File: src/rtl/seg7_scan_driver_pkg.sv
// Shared constants, hex-to-seven-segment decode and parameter legality checks
// for the multiplexed seven-segment display path.
package seg7_scan_driver_pkg;

    localparam int unsigned SEG_W        = 7;
    localparam int unsigned MIN_DIGITS   = 2;
    localparam int unsigned MAX_DIGITS   = 8;
    localparam int unsigned MIN_PRESCALE = 2;

    typedef logic [SEG_W-1:0] seg_t;

    localparam seg_t SEG_BLANK = 7'h7F;

    // Active-low {g,f,e,d,c,b,a}; also used by the binary-to-7seg decoder.
    function automatic seg_t hex_to_seg(input logic [3:0] nib);
        seg_t seg;
        case (nib)
            4'h0:    seg = 7'h40;
            4'h1:    seg = 7'h79;
            4'h2:    seg = 7'h24;
            4'h3:    seg = 7'h30;
            4'h4:    seg = 7'h19;
            4'h5:    seg = 7'h12;
            4'h6:    seg = 7'h02;
            4'h7:    seg = 7'h78;
            4'h8:    seg = 7'h00;
            4'h9:    seg = 7'h10;
            4'hA:    seg = 7'h08;
            4'hB:    seg = 7'h03;
            4'hC:    seg = 7'h46;
            4'hD:    seg = 7'h21;
            4'hE:    seg = 7'h06;
            default: seg = 7'h0E;
        endcase
        return seg;
    endfunction

    function automatic bit params_legal(input int unsigned num_digits,
                                        input int unsigned prescale,
                                        input int unsigned blank_cycles);
        return (num_digits >= MIN_DIGITS) && (num_digits <= MAX_DIGITS) &&
               (prescale >= MIN_PRESCALE) && (blank_cycles < prescale);
    endfunction

endpackage

File: src/rtl/seg7_scan_driver_if.sv
// Host-side load bus and display-side outputs of the seven-segment scan driver.
interface seg7_scan_driver_if #(
    parameter int unsigned NUM_DIGITS = 4
);
    logic                    enable;
    logic                    load;
    logic [4*NUM_DIGITS-1:0] digits_in;
    logic [NUM_DIGITS-1:0]   dp_in;
    logic                    blank_lz;
    logic [6:0]              seg_out;
    logic                    dp_out;
    logic [NUM_DIGITS-1:0]   dig_en;
    logic                    frame_start;

    modport master (
        output enable, load, digits_in, dp_in, blank_lz,
        input  seg_out, dp_out, dig_en, frame_start
    );

    modport slave (
        input  enable, load, digits_in, dp_in, blank_lz,
        output seg_out, dp_out, dig_en, frame_start
    );
endinterface

File: src/rtl/seg7_scan_timer.sv
// Slot prescaler and digit index counters with blank-window and frame-wrap flags.
module seg7_scan_timer #(
    parameter  int unsigned NUM_DIGITS   = 4,
    parameter  int unsigned PRESCALE     = 50000,
    parameter  int unsigned BLANK_CYCLES = 16,
    localparam int unsigned PS_W         = $clog2(PRESCALE),
    localparam int unsigned IDX_W        = $clog2(NUM_DIGITS)
) (
    input  logic             clk,
    input  logic             clr_n,
    input  logic             enable,
    output logic [IDX_W-1:0] index,
    output logic             in_blank_c,
    output logic             frame_wrap_c
);
    logic [PS_W-1:0] count;
    logic            slot_wrap_c;

    assign slot_wrap_c  = enable && (count == PS_W'(PRESCALE - 1));
    assign frame_wrap_c = slot_wrap_c && (index == IDX_W'(NUM_DIGITS - 1));
    assign in_blank_c   = (count < PS_W'(BLANK_CYCLES));

    // Counters freeze while disabled so scanning resumes mid-slot.
    always_ff @(posedge clk or negedge clr_n) begin
        if (!clr_n) begin
            count <= '0;
            index <= '0;
        end else if (enable) begin
            if (slot_wrap_c) begin
                count <= '0;
                index <= frame_wrap_c ? '0 : index + IDX_W'(1);
            end else begin
                count <= count + PS_W'(1);
            end
        end
    end

endmodule

File: src/rtl/seg7_scan_driver.sv
// Time-multiplexed seven-segment driver: double-buffered digit word, dead-time
// blanking between slots and optional leading-zero suppression.
module seg7_scan_driver
    import seg7_scan_driver_pkg::*;
#(
    parameter int unsigned NUM_DIGITS   = 4,
    parameter int unsigned PRESCALE     = 50000,
    parameter int unsigned BLANK_CYCLES = 16
) (
    input  logic          clk,
    input  logic          clr_n,
    seg7_scan_driver_if.slave bus
);
    localparam int unsigned IDX_W = $clog2(NUM_DIGITS);

    if (!params_legal(NUM_DIGITS, PRESCALE, BLANK_CYCLES)) begin : g_bad_params
        $error("seg7_scan_driver: illegal NUM_DIGITS/PRESCALE/BLANK_CYCLES");
    end

    typedef logic [NUM_DIGITS-1:0][3:0] nibs_t;

    logic [IDX_W-1:0]      index;
    logic                  in_blank_c;
    logic                  frame_wrap_c;
    nibs_t                 shadow_digits;
    nibs_t                 disp_digits;
    logic [NUM_DIGITS-1:0] shadow_dp;
    logic [NUM_DIGITS-1:0] disp_dp;
    logic                  load_pending;
    logic [NUM_DIGITS-1:0] lz_blank_c;

    seg7_scan_timer #(
        .NUM_DIGITS   (NUM_DIGITS),
        .PRESCALE     (PRESCALE),
        .BLANK_CYCLES (BLANK_CYCLES)
    ) u_timer (
        .clk          (clk),
        .clr_n        (clr_n),
        .enable       (bus.enable),
        .index        (index),
        .in_blank_c   (in_blank_c),
        .frame_wrap_c (frame_wrap_c)
    );

    // Display copies the older shadow at frame wrap; a coincident load stays pending.
    always_ff @(posedge clk or negedge clr_n) begin
        if (!clr_n) begin
            shadow_digits <= '0;
            shadow_dp     <= '0;
            disp_digits   <= '0;
            disp_dp       <= '0;
            load_pending  <= 1'b0;
        end else begin
            if (frame_wrap_c && load_pending) begin
                disp_digits <= shadow_digits;
                disp_dp     <= shadow_dp;
            end
            if (bus.load) begin
                shadow_digits <= nibs_t'(bus.digits_in);
                shadow_dp     <= bus.dp_in;
                load_pending  <= 1'b1;
            end else if (frame_wrap_c) begin
                load_pending  <= 1'b0;
            end
        end
    end

    // Digit i is suppressed when it and every more-significant nibble are zero.
    always_comb begin : lz_mask
        logic run;
        run        = bus.blank_lz;
        lz_blank_c = '0;
        for (int i = int'(NUM_DIGITS) - 1; i > 0; i--) begin
            run           = run && (disp_digits[i] == 4'h0);
            lz_blank_c[i] = run;
        end
    end

    always_ff @(posedge clk or negedge clr_n) begin
        if (!clr_n) begin
            bus.seg_out     <= SEG_BLANK;
            bus.dp_out      <= 1'b1;
            bus.dig_en      <= '1;
            bus.frame_start <= 1'b0;
        end else begin
            bus.frame_start <= frame_wrap_c;
            if (!bus.enable || in_blank_c) begin
                bus.seg_out <= SEG_BLANK;
                bus.dp_out  <= 1'b1;
                bus.dig_en  <= '1;
            end else begin
                bus.seg_out <= lz_blank_c[index] ? SEG_BLANK : hex_to_seg(disp_digits[index]);
                bus.dp_out  <= ~disp_dp[index];
                bus.dig_en  <= ~(NUM_DIGITS'(1) << index);
            end
        end
    end

endmodule

File: src/flat_wrapper.sv
// flat-port wrapper written by rule: the top's interface ports become plain ports
module seg7_scan_driver_flat import seg7_scan_driver_pkg::*;
#(
    parameter int unsigned NUM_DIGITS   = 4,
    parameter int unsigned PRESCALE     = 50000,
    parameter int unsigned BLANK_CYCLES = 16
)
  (clk, clr_n, bus_enable, bus_load, bus_digits_in, bus_dp_in, bus_blank_lz, bus_seg_out, bus_dp_out, bus_dig_en, bus_frame_start);
  seg7_scan_driver_if #(.NUM_DIGITS(NUM_DIGITS)) bus_i ();
  input  logic clk;
  input  logic clr_n;
  input wire logic [$bits(bus_i.enable)-1:0] bus_enable;
  input wire logic [$bits(bus_i.load)-1:0] bus_load;
  input wire logic [$bits(bus_i.digits_in)-1:0] bus_digits_in;
  input wire logic [$bits(bus_i.dp_in)-1:0] bus_dp_in;
  input wire logic [$bits(bus_i.blank_lz)-1:0] bus_blank_lz;
  output wire logic [$bits(bus_i.seg_out)-1:0] bus_seg_out;
  output wire logic [$bits(bus_i.dp_out)-1:0] bus_dp_out;
  output wire logic [$bits(bus_i.dig_en)-1:0] bus_dig_en;
  output wire logic [$bits(bus_i.frame_start)-1:0] bus_frame_start;
  assign bus_i.enable = bus_enable;
  assign bus_i.load = bus_load;
  assign bus_i.digits_in = bus_digits_in;
  assign bus_i.dp_in = bus_dp_in;
  assign bus_i.blank_lz = bus_blank_lz;
  assign bus_seg_out = bus_i.seg_out;
  assign bus_dp_out = bus_i.dp_out;
  assign bus_dig_en = bus_i.dig_en;
  assign bus_frame_start = bus_i.frame_start;
  seg7_scan_driver #(.NUM_DIGITS(NUM_DIGITS), .PRESCALE(PRESCALE), .BLANK_CYCLES(BLANK_CYCLES)) u_core (.clk(clk), .clr_n(clr_n), .bus(bus_i));
endmodule
File: config.mk
export PLATFORM = sky130hd
export DESIGN_NAME = seg7_scan_driver_flat
export DESIGN_NICKNAME = d
export VERILOG_FILES = /design/src/rtl/seg7_scan_driver_pkg.sv /design/src/rtl/seg7_scan_driver_if.sv /design/src/rtl/seg7_scan_timer.sv /design/src/rtl/seg7_scan_driver.sv /design/src/flat_wrapper.sv
export SDC_FILE = /design/constraint.sdc
export NUM_CORES = 1
export LEC_CHECK = 0
export CORE_MARGIN = 2
export CORE_UTILIZATION = 36
export CTS_BUF_LIST = sky130_fd_sc_hd__clkbuf_8
export CTS_CLUSTER_DIAMETER = 120
export DETAILED_ROUTE_END_ITERATION = 8
export PLACE_DENSITY = 0.65
export SETUP_SLACK_MARGIN = 0.3
export SLEW_MARGIN = 20
export SYNTH_ARGS = -nofsm -noshare
export SYNTH_HDL_FRONTEND = slang
export SYNTH_SLANG_ARGS = --single-unit
File: constraint.sdc
create_clock -name clk -period 5.8 [get_ports clk]
set_clock_uncertainty 0.05 [all_clocks]
set_input_delay 0.87 -clock clk [delete_from_list [all_inputs] [get_ports clk]]
set_output_delay 0.87 -clock clk [all_outputs]
set_load 0.01 [all_outputs]
# Word level (Yosys, flattened, before mapping)
# Memory sizes are Yosys's and may differ from the RTL's.
# Index checks and enable logic that the tools add are counted.
# Widths: inputs -> output; s select.
[totals]
memories = 1
rom_bits = 112
reg_bits = 72
output_inout_bits = 13
elab_cells = 54
[classes]
eq_ne = 2
magnitude_cmp = 2
addsub = 2
muxes = 14
shifts = 1
n_reduce_logical = 13
n_bitwise = 2
[mem_list]
columns = ["name", "words", "word_bits", "read_ports", "rd_clocked_by_memory_dff", "wr", "line_no", "text"]
rows = [
  ["(name not given)", 16, 7, 1, 0, 0, "seg7_scan_driver_pkg.sv:17", "case (nib)"],
]
[op_table]
columns = ["cell", "n"]
rows = [
  ["$add 16x1->16 const B", 1],
  ["$eq 16x16->1 const B", 1],
  ["$lt 16x5->1 const B", 1],
  ["$mux 16", 1],
  ["$mux 7", 2],
  ["$logic_not 4->1", 3],
  ["$bmux 4 s2", 1],
  ["$mux 4", 2],
  ["$logic_and 1x1->1", 6],
  ["$mux 1", 5],
  ["$bmux 1 s2", 2],
  ["$not 4->4", 1],
  ["$shl 1x2->4 const A", 1],
  ["$lt 2x3->1 const B", 1],
  ["$add 2x1->2 const B", 1],
  ["$eq 2x2->1 const B", 1],
  ["$mux 2", 1],
  ["$reduce_and 2->1", 1],
  ["$reduce_bool 2->1", 1],
  ["$logic_not 1->1", 1],
  ["$logic_or 1x1->1", 1],
  ["$not 1->1", 1],
]

# Depth between registers and ports, before layout
[depth]
word_depth = 8
depth_mapped = 9
ltp_nobuf = 7

# By module
# Synthesis repeated with hierarchy kept, for this count alone.
[hier_totals]
hier_cells = 264
hier_area_um2 = 3372.0
[by_module_without_submodules]
columns = ["mod", "area_per_inst_um2", "seq_area_each_um2", "instances", "cells_each"]
rows = [
  ["seg7_scan_driver", 2427.3, 1366.3, 1, 175],
  ["seg7_scan_timer", 944.7, 450.4, 1, 89],
]

# Worst setup path after synthesis
# OpenSTA, ideal clock, no wires.
[synth_timing]
path_type = "reg2reg"
start = "register u_core.u_timer.index[0]"
end = "register u_core.bus.seg_out[0]"
setup_slack_ns = 3.318
required_ns = 5.659
arrival_time_ns = 2.342
path_buffers = 2
period_less_slack_ns = 2.482
stages_incl_launch_ff = 10
setup_time_ns = 0.091
cell_sequence = "dfrtp_1 -> buf_2 -> buf_2 -> mux4_2 -> inv_1 -> ha_1 -> nor3_1 -> a21o_1 -> a211o_1 -> o31ai_1"
[synth_via]
elab_chain_cells = 5
word_cells_on_any_way = 7
[synth_lines]
columns = ["item", "line_no", "text"]
rows = [
  ["from (decl)", "seg7_scan_timer.sv:12", "output logic [IDX_W-1:0] index,"],
  ["from (signal assigned)", "seg7_scan_timer.sv:31", "index <= frame_wrap_c ? '0 : index + IDX_W'(1);"],
  ["$bmux 4 s2", "seg7_scan_driver.sv:92", "bus.seg_out <= lz_blank_c[index] ? SEG_BLANK : hex_to_seg(disp_digits[index]);"],
  ["$mux 4 (not written as such)", "seg7_scan_driver.sv:92", ""],
  ["$mem_v2 16x7", "--", ""],
  ["$mux 7 (*)", "seg7_scan_driver.sv:92", ""],
  ["$mux 7 (*)", "seg7_scan_driver.sv:87", "if (!bus.enable || in_blank_c) begin"],
  ["to (signal assigned)", "seg7_scan_driver.sv:92", ""],
  ["to (decl)", "seg7_scan_driver_if.sv:22", "output seg_out, dp_out, dig_en, frame_start"],
]
# Every way passes the cells marked *; elsewhere a longest branch is shown, timed or not. The select of a mux whose other input is x is not followed.
# A chain may end at the register's enable or synchronous reset.

# Final worst setup path
[layout_timing]
start = "input bus_enable"
end = "register u_core.disp_digits[10] (netlist name)"
[layout_via]
elab_chain_cells = 3
[layout_lines]
columns = ["item", "line_no", "text"]
rows = [
  ["from (decl)", "flat_wrapper.sv:12", "input wire logic [$bits(bus_i.enable)-1:0] bus_enable;"],
  ["$logic_and 1x1->1", "seg7_scan_timer.sv:19", "assign slot_wrap_c = enable && (count == PS_W'(PRESCALE - 1));"],
  ["$logic_and 1x1->1", "seg7_scan_timer.sv:20", "assign frame_wrap_c = slot_wrap_c && (index == IDX_W'(NUM_DIGITS - 1));"],
  ["$logic_and 1x1->1", "seg7_scan_driver.sv:54", "if (frame_wrap_c && load_pending) begin"],
  ["to (signal assigned)", "seg7_scan_driver.sv:55", "disp_digits <= shadow_digits;"],
  ["to (decl)", "seg7_scan_driver.sv:26", "nibs_t disp_digits;"],
]
# Every way passes these cells.

==> run_results.csv <==
group,metric,value,unit
run_status,outcome,"finished clean",
min_path,hold_path.class,"flip-flop to flip-flop",
detailed_routing,drc,0,
synthesis,synth_cell_types,46,
worst_setup_path,slowest_delay,0.58,ns
clocking,h-tree-depth,3,
detailed_routing,routedWlPerCell,14.38,um
synthesis,ys_seq_elements,72,
clocking,clk_path_buf_depth,2,
finish,nNetsFinal,335,
pwr,finalPower,1.164,mW
floorplanning,fp-row-count,35,
synthesis,yosys_warnings,0,
flow_run,maxCapViolCount,0,
synthesis,avgSynthCellArea,13.26,um^2
global_route,antenna_found_initial,0,
detailed_routing,ant_nets,0,
timing,period_minus_slack,3.017,ns
timing,slew_headroom,40.96,%
floorplanning,coreArea,9240,um^2
detailed_routing,first_pass_iters,4,
clocking,postCtsResizedCells,0,
timing,setup_violations,0,
finish,syn2layout_area_growth,19.42,%
finish,fin_util,44.37,%
worst_setup_path,end_kind,"flip-flop",
detailed_routing,wl,6227,um
synthesis,synth_edf_count,0,
timing,rsz0062_at_grt,"false",
global_route,grt_max_degree,73,
clocking,clk_pin_slew,0.07,ns
pwr,vdd_ir_drop_max,0.0001523,V
timing,maxSlewViolCount,0,
global_route,overflow,0,
worst_setup_path,reg2reg_from,"u_core.u_timer.index[0]$_DFFE_PN0P_",
timing,worst_pin_slew,0.8829,ns
global_route,first_global_vias,2099,
min_path,hold_depth,1,
floorplanning,dieHeight,101.7,um
clocking,clkLatencyLatePin,0.35,ns
clocking,cts_tree,"done",
synthesis,synth_ff_type,"dfrtp_1",
worst_setup_path,setup.worst_path.class,"input pin to flip-flop",
worst_setup_path,path_cells,"clkdlybuf4s50_1 -> and3_1 -> nand2_1 -> nor3_4 -> and3_4 -> mux2_4",
clocking,cts_root_buf,"clkbuf_8",
global_route,gr-usage-all-layers,13.01,%
placed_design,dpl.hpwl,4222,um
clocking,cts_hold_buf,0,
clocking,cts.sinks,72,
floorplanning,ioPinCount,38,
floorplanning,die_w,101.7,um
detailed_routing,vias,2148,
synthesis,synthesis.area,3433,um^2
finish,drive_gt1_share,27.30,%
worst_setup_path,reg2reg_slack,2.90,ns
worst_setup_path,reg2reg_depth,7,
worst_setup_path,r2r_end,"u_core.bus.seg_out[0]$_DFF_PN1_",
synthesis,synth_nets,295,
synthesis,syn_inst,259,
worst_setup_path,start_kind,"input pin",
floorplanning,floorplan.die_area,10330,um^2
synthesis,yosysSeqAreaShare,52.92,%
finish,diodes,0,
worst_setup_path,crit_path_max_fanout,20,
worst_setup_path,cp_slowest_cell,"clkdlybuf4s50_1",
clocking,cts_made_buffers,9,
pwr,p_leak,1.790,nW
floorplanning,initial_core_util,37.16,%
worst_setup_path,cp.required,5.97,ns
pwr,p_per_area,283.8,nW/um^2
worst_setup_path,critPathTopFamily,"simple AND/OR/NAND/NOR gates",
timing,fmax,331.5,MHz
detailed_routing,vias_per_cell,4.961,
synthesis,ys_async_sr_fraction,100.0,%
min_path,min_to,"u_core.disp_digits[0]$_DFFE_PN0P_",
min_path,min_from,"u_core.shadow_digits[0]$_DFFE_PN0P_",
timing,period_share,52.02,%
detailed_routing,drt_iter0_drc,93,
worst_setup_path,arrival,3.19,ns
worst_setup_path,crit_buf_inv,1,
placed_design,portBuffers,37,
timing,tns,0,ns
global_route,grt_pass1_wl,10360,um
timing,hold_viol,0,
clocking,cts_setup_buffers,0,
placed_design,gp_congestion,0.7746,
## cell type report
class / instances / area [um^2]
flip-flops and latches: 72 / 1817
well taps: 129 / 161.4
clock inverters: 5 / 55.05
multi-input cells: 171 / 1516
fillers: 857 / 5140
repair buffers: 38 / 372.9
clock buffers: 11 / 151.4
inverters: 7 / 26.28
## kinds of logic (layout without fill, tap and decap cells)
group	Yosys count	after routing	share of synthesized area (%)
AO/OA/AOI/OAI	24	24	4.993
XOR/XNOR	13	13	3.316
AND/OR/NAND/NOR	67	67	10.50
flip-flops	72	72	52.92
buffers and inverters	16	61	2.915
multiplexers	56	56	21.36
adder cells (fa/ha/maj)	11	11	4.009
## synthesized netlist by cell type (all sizes together) (4+ instances only)
library cell,instances,area (um^2)
and3,4,30.03
xnor2,5,43.79
nor2,10,37.54
nand2,16,60.06
dfrtp,60,1501
nand3,13,65.06
mux2,45,581.8
ha,11,137.6
nor3,6,41.29
xor2,8,70.07
dfstp,12,315.3
buf,6,62.56
mux2i,8,83.83
o211ai,5,37.54
nor4,5,37.53
inv,7,26.27
## placed cells by master (no fill, tap or decap), types with 2 or more instances in the layout
cell	count
dfrtp_1	60
clkdlybuf4s50_1	36
mux2_2	25
mux2_4	20
nand2_1	16
nand3_1	13
dfstp_2	12
ha_1	11
clkbuf_8	11
nor2_1	10
xor2_1	8
mux2i_1	7
inv_1	6
nor3_1	5
o211ai_1	5
xnor2_1	5
nor4_1	4
mux4_2	3
o21ai_0	3
nand3b_1	3
a21oi_1	3
and3_1	3
nand4_1	3
nor2b_1	3
o31ai_1	2
a211oi_1	2
clkinv_2	2
clkinvlp_4	2
## how the worst max path moves through the flow
| stage | start | end | depth (start not counted) |
|---|---|---|---|
| after global routing | bus_enable | u_core.disp_digits[3]$_DFFE_PN0P_ | 6 |
| after global placement | bus_enable | u_core.disp_digits[0]$_DFFE_PN0P_ | 6 |
| after CTS | bus_enable | u_core.disp_digits[7]$_DFFE_PN0P_ | 6 |
| final | bus_enable | u_core.disp_digits[10]$_DFFE_PN0P_ | 6 |
| after floorplan | u_core.u_timer.index[0]$_DFFE_PN0P_ | u_core.bus.seg_out[0]$_DFF_PN1_ | 9 |
| after detailed placement | bus_enable | u_core.disp_digits[13]$_DFFE_PN0P_ | 6 |
## routing by layer
| layer | GRT usage, % | vias to the layer above | routed length (um) |
|---|---|---|---|
| met1 | 17.57 | 1085 | 3008 |
| met4 | 5.509 | 0 | 79 |
| li1 | - | 1012 | - |
| met2 | 19.74 | 43 | 2906 |
| met5 | 0 | - | 0 |
| met3 | 3.589 | 8 | 233 |
## stage by stage
stage,std cells,area [um^2],hold slack [ns],setup WS [ns]
after global placement,417,3894,0.4327,2.530
final,433,4100,0.4495,2.783
after CTS,433,4100,0.4522,2.801
after global routing,433,4100,0.4662,2.649
after detailed placement,417,3894,0.4371,2.432
after floorplan,259,3433,0.4097,3.318
## registers in the layout, summed over array words and instances, names as in the netlist
| name | flops |
|---|---|
| u_core.u_timer.index | 2 |
| u_core.disp_digits | 16 |
| u_core.disp_dp | 4 |
| u_core.load_pending | 1 |
| u_core.shadow_digits | 16 |
| u_core.bus.seg_out | 7 |
| u_core.u_timer.count | 16 |
| u_core.shadow_dp | 4 |
| u_core.bus.dig_en | 4 |
| u_core.bus.frame_start | 1 |
| u_core.bus.dp_out | 1 |
## worst register-to-register path: stages, from the launching register on
cell and delay (ns):
dfrtp_1 0.77, mux4_2 0.70, inv_1 0.15, ha_1 0.33
nor3_1 0.09, a21o_1 0.18, a211o_1 0.22, o31ai_1 0.32
## where the power goes
group / internal (mW) / switching (mW)
combinational: 0.0890 / 0.0709
sequential: 0.560 / 0.0410
clock: 0.220 / 0.182
total: 0.870 / 0.294
No activity file was read; power rests on OpenSTA's default activity.
==> variant (config.mk and constraints unchanged) <==
`PRESCALE` is set to 50000 in 3 places; all go to 12500.
--- a/src/rtl/seg7_scan_timer.sv
+++ b/src/rtl/seg7_scan_timer.sv
@@ -3,3 +3,3 @@
     parameter  int unsigned NUM_DIGITS   = 4,
-    parameter  int unsigned PRESCALE     = 50000,
+    parameter  int unsigned PRESCALE     = 12500,
     parameter  int unsigned BLANK_CYCLES = 16,
--- a/src/rtl/seg7_scan_driver.sv
+++ b/src/rtl/seg7_scan_driver.sv
@@ -6,3 +6,3 @@
     parameter int unsigned NUM_DIGITS   = 4,
-    parameter int unsigned PRESCALE     = 50000,
+    parameter int unsigned PRESCALE     = 12500,
     parameter int unsigned BLANK_CYCLES = 16
--- a/src/flat_wrapper.sv
+++ b/src/flat_wrapper.sv
@@ -4,3 +4,3 @@
     parameter int unsigned NUM_DIGITS   = 4,
-    parameter int unsigned PRESCALE     = 50000,
+    parameter int unsigned PRESCALE     = 12500,
     parameter int unsigned BLANK_CYCLES = 16
Behaviour: same outputs for any inputs over 10 cycles, from zero or initial values; that may be too few to reach the edited logic, so the function may still have changed.
==> variant against the original RTL <==
Worst setup slack worse by 0.23 ns. Wire length fell by 6.0%. Register-to-register slack improved by 0.15 ns. Sequential cell count shrank 2. Hold slack worse by 0.012 ns. Sequential power down 5.8%. Power shrank 11%. Synthesized area is 2.1% lower. Non-clock buffer count is the same. Synthesized cell count is 2.7% lower. Design area fell by 2.7%. Combinational power down 26%. Fmax fell by 7.1%.
==> variant: results (changes against the original RTL) <==
Power
  – Largest vdd supply drop: 135.3 uV (was 152.3 uV)
  – Leakage: 1.800 nW (was 1.790 nW)

Cells and area
  – Leading registers by flop count: u_core.disp_digits (16), u_core.shadow_digits (16), u_core.u_timer.count (14) (was u_core.disp_digits (16), u_core.shadow_digits (16), u_core.u_timer.count (16))
  – Fill cells: 862 (was 857)
  – Layout Nets: 328 (was 335)
  – # diodes: 0 (unchanged)
  – Layout cells sized above 1: 0.2905 (was 0.2730)

CTS
  – CTS root buf: clkbuf_8 (unchanged)
  – Maximum root-to-sink buffer count: 2 (unchanged)
  – Quantity of gates resized following cts: 0 (unchanged)
  – Clock transition at path regs: 0.08 ns
  – H-tree depth: 3 (unchanged)

Synth
  – Asr flop ratio synth: 1.000 (unchanged)
  – Register area share after synthesis: 0.5255 (was 0.5292)
  – Main area contributors after synthesis: dfrtp_1, dfstp_2, mux2_4, mux2_2, ha_1 (unchanged)
  – Yosys cell types: 44 (was 46)
  – Top post-synthesis cells by count: dfrtp_1, mux2_2, mux2_4, nand2_1, dfstp_2 (was dfrtp_1, mux2_2, mux2_4, nand2_1, nand3_1)
  – Syn_nets: 288 (was 295)

GRT
  – Total track usage: 0.1297 (was 0.1301)
  – Global-route wire length before repair: 10.18 mm (was 10.36 mm)
  – Vias in the first global route: 2030 (was 2099)
  – Pin count of the biggest net entering global routing: 71 (was 73)
  – Initial antenna violation count: 0 (unchanged)

Routing
  – Routed WL per cell: 14.38 um (about the same)
  – DRC viols: 0 (unchanged)
  – Post-DR vias/cell: 5.047 (was 4.961)
  – TritonRoute pass-1 iters: 4 (unchanged)
  – DRT iter0 DRCs: 86 (was 93)

Status
  – Status: complete, no violations (unchanged)

Placed design
  – IO buf count: 37 (unchanged)
  – HPWL Detailed: 4.042 mm (was 4.222 mm)
  – Routability Congestion: 0.8551 (was 0.7746)

Critical path
  – Worst Path Arrival: 3.43 ns (was 3.19 ns)

Timing
  – Relative max-transition margin: 0.3781 (was 0.4096)

Hold path
  – Hold crit path type: reg2reg (unchanged)
-- variant: cell count changes after synthesis, sizes merged, moves of 3 or more --
cell	change
o21ai	+3
mux2i	-7
mux4	+3
mux2	-3
a31oi	+3
nand3	-4
nor3b	+3
nand3b	-3
-- variant: critical path, stage by stage --
cell and delay [ns]:
clkdlybuf4s50_1 0.65, nand2_1 0.18, nor4b_4 0.38, nand4_2 0.77
mux2_4 0.57
-- variant: where the power goes --
part	internal, mW	total (mW)	switching (mW)	leakage [nW]
combinational	0.0637	0.118	0.0541	0.852
sequential	0.528	0.566	0.0379	0.860
clock	0.174	0.352	0.179	0.0886
-- variant: worst paths after layout --
kind                       depth (start not counted)  slack, ns                      from                        to
max                                                5       2.55                bus_enable     u_core.disp_digits[4]
min                                                1       0.44  u_core.u_timer.count[11]  u_core.u_timer.count[11]
max reg2reg                                        4       3.05  u_core.u_timer.count[11]     u_core.disp_digits[4]
min reg2reg                                        1       0.44  u_core.u_timer.count[11]  u_core.u_timer.count[11]
max in group asynchronous                          2       4.48                     clr_n     u_core.disp_digits[4]
min in group asynchronous                          2       0.66                     clr_n   u_core.u_timer.count[0]
-- variant: final cells by class --
type | count | area (um^2) | share of cell area
repair buffers | 38 | 372.9 | 0.09342
multi-input cells | 165 | 1508 | 0.3777
clock buffers | 11 | 151.4 | 0.03793
well taps | 111 | 138.9 | 0.03480
flip-flops and latches | 70 | 1767 | 0.4426
clock inverters | 4 | 23.77 | 0.005956
inverters | 8 | 30.03 | 0.007524
-- variant: per-layer routing --
metal,track usage,vias to the layer above,wire length [um]
li1,-,989,-
met1,0.1918,1015,2996
met2,0.1764,43,2510
met3,0.04022,7,270
met4,0.05058,0,76
met5,0,-,0
-- variant: kinds of logic after synthesis --
| family | after synthesis | synth area share |
|---|---|---|
| buf+inv | 17 | 0.02605 |
| mux | 49 | 0.2062 |
| fa+ha+maj | 11 | 0.04094 |
| xor+xnor | 13 | 0.03387 |
| compound gates | 27 | 0.05955 |
| flops | 70 | 0.5255 |
| simple gates | 65 | 0.1079 |
-- variant: per-stage QoR --
step | total power [mW] | setup WS, ns | std cells | area, um^2 | util
finish | 1.036 | 2.553 | 407 | 3991 | 0.4361
global route | 1.095 | 2.351 | 407 | 3991 | 0.4361
CTS | 1.049 | 2.533 | 407 | 3991 | 0.4361
detailed placement | 0.6943 | 2.163 | 392 | 3816 | 0.4170
global placement | 0.6916 | 2.273 | 392 | 3816 | 0.4170
floorplan | 0.6407 | 3.583 | 252 | 3362 | -
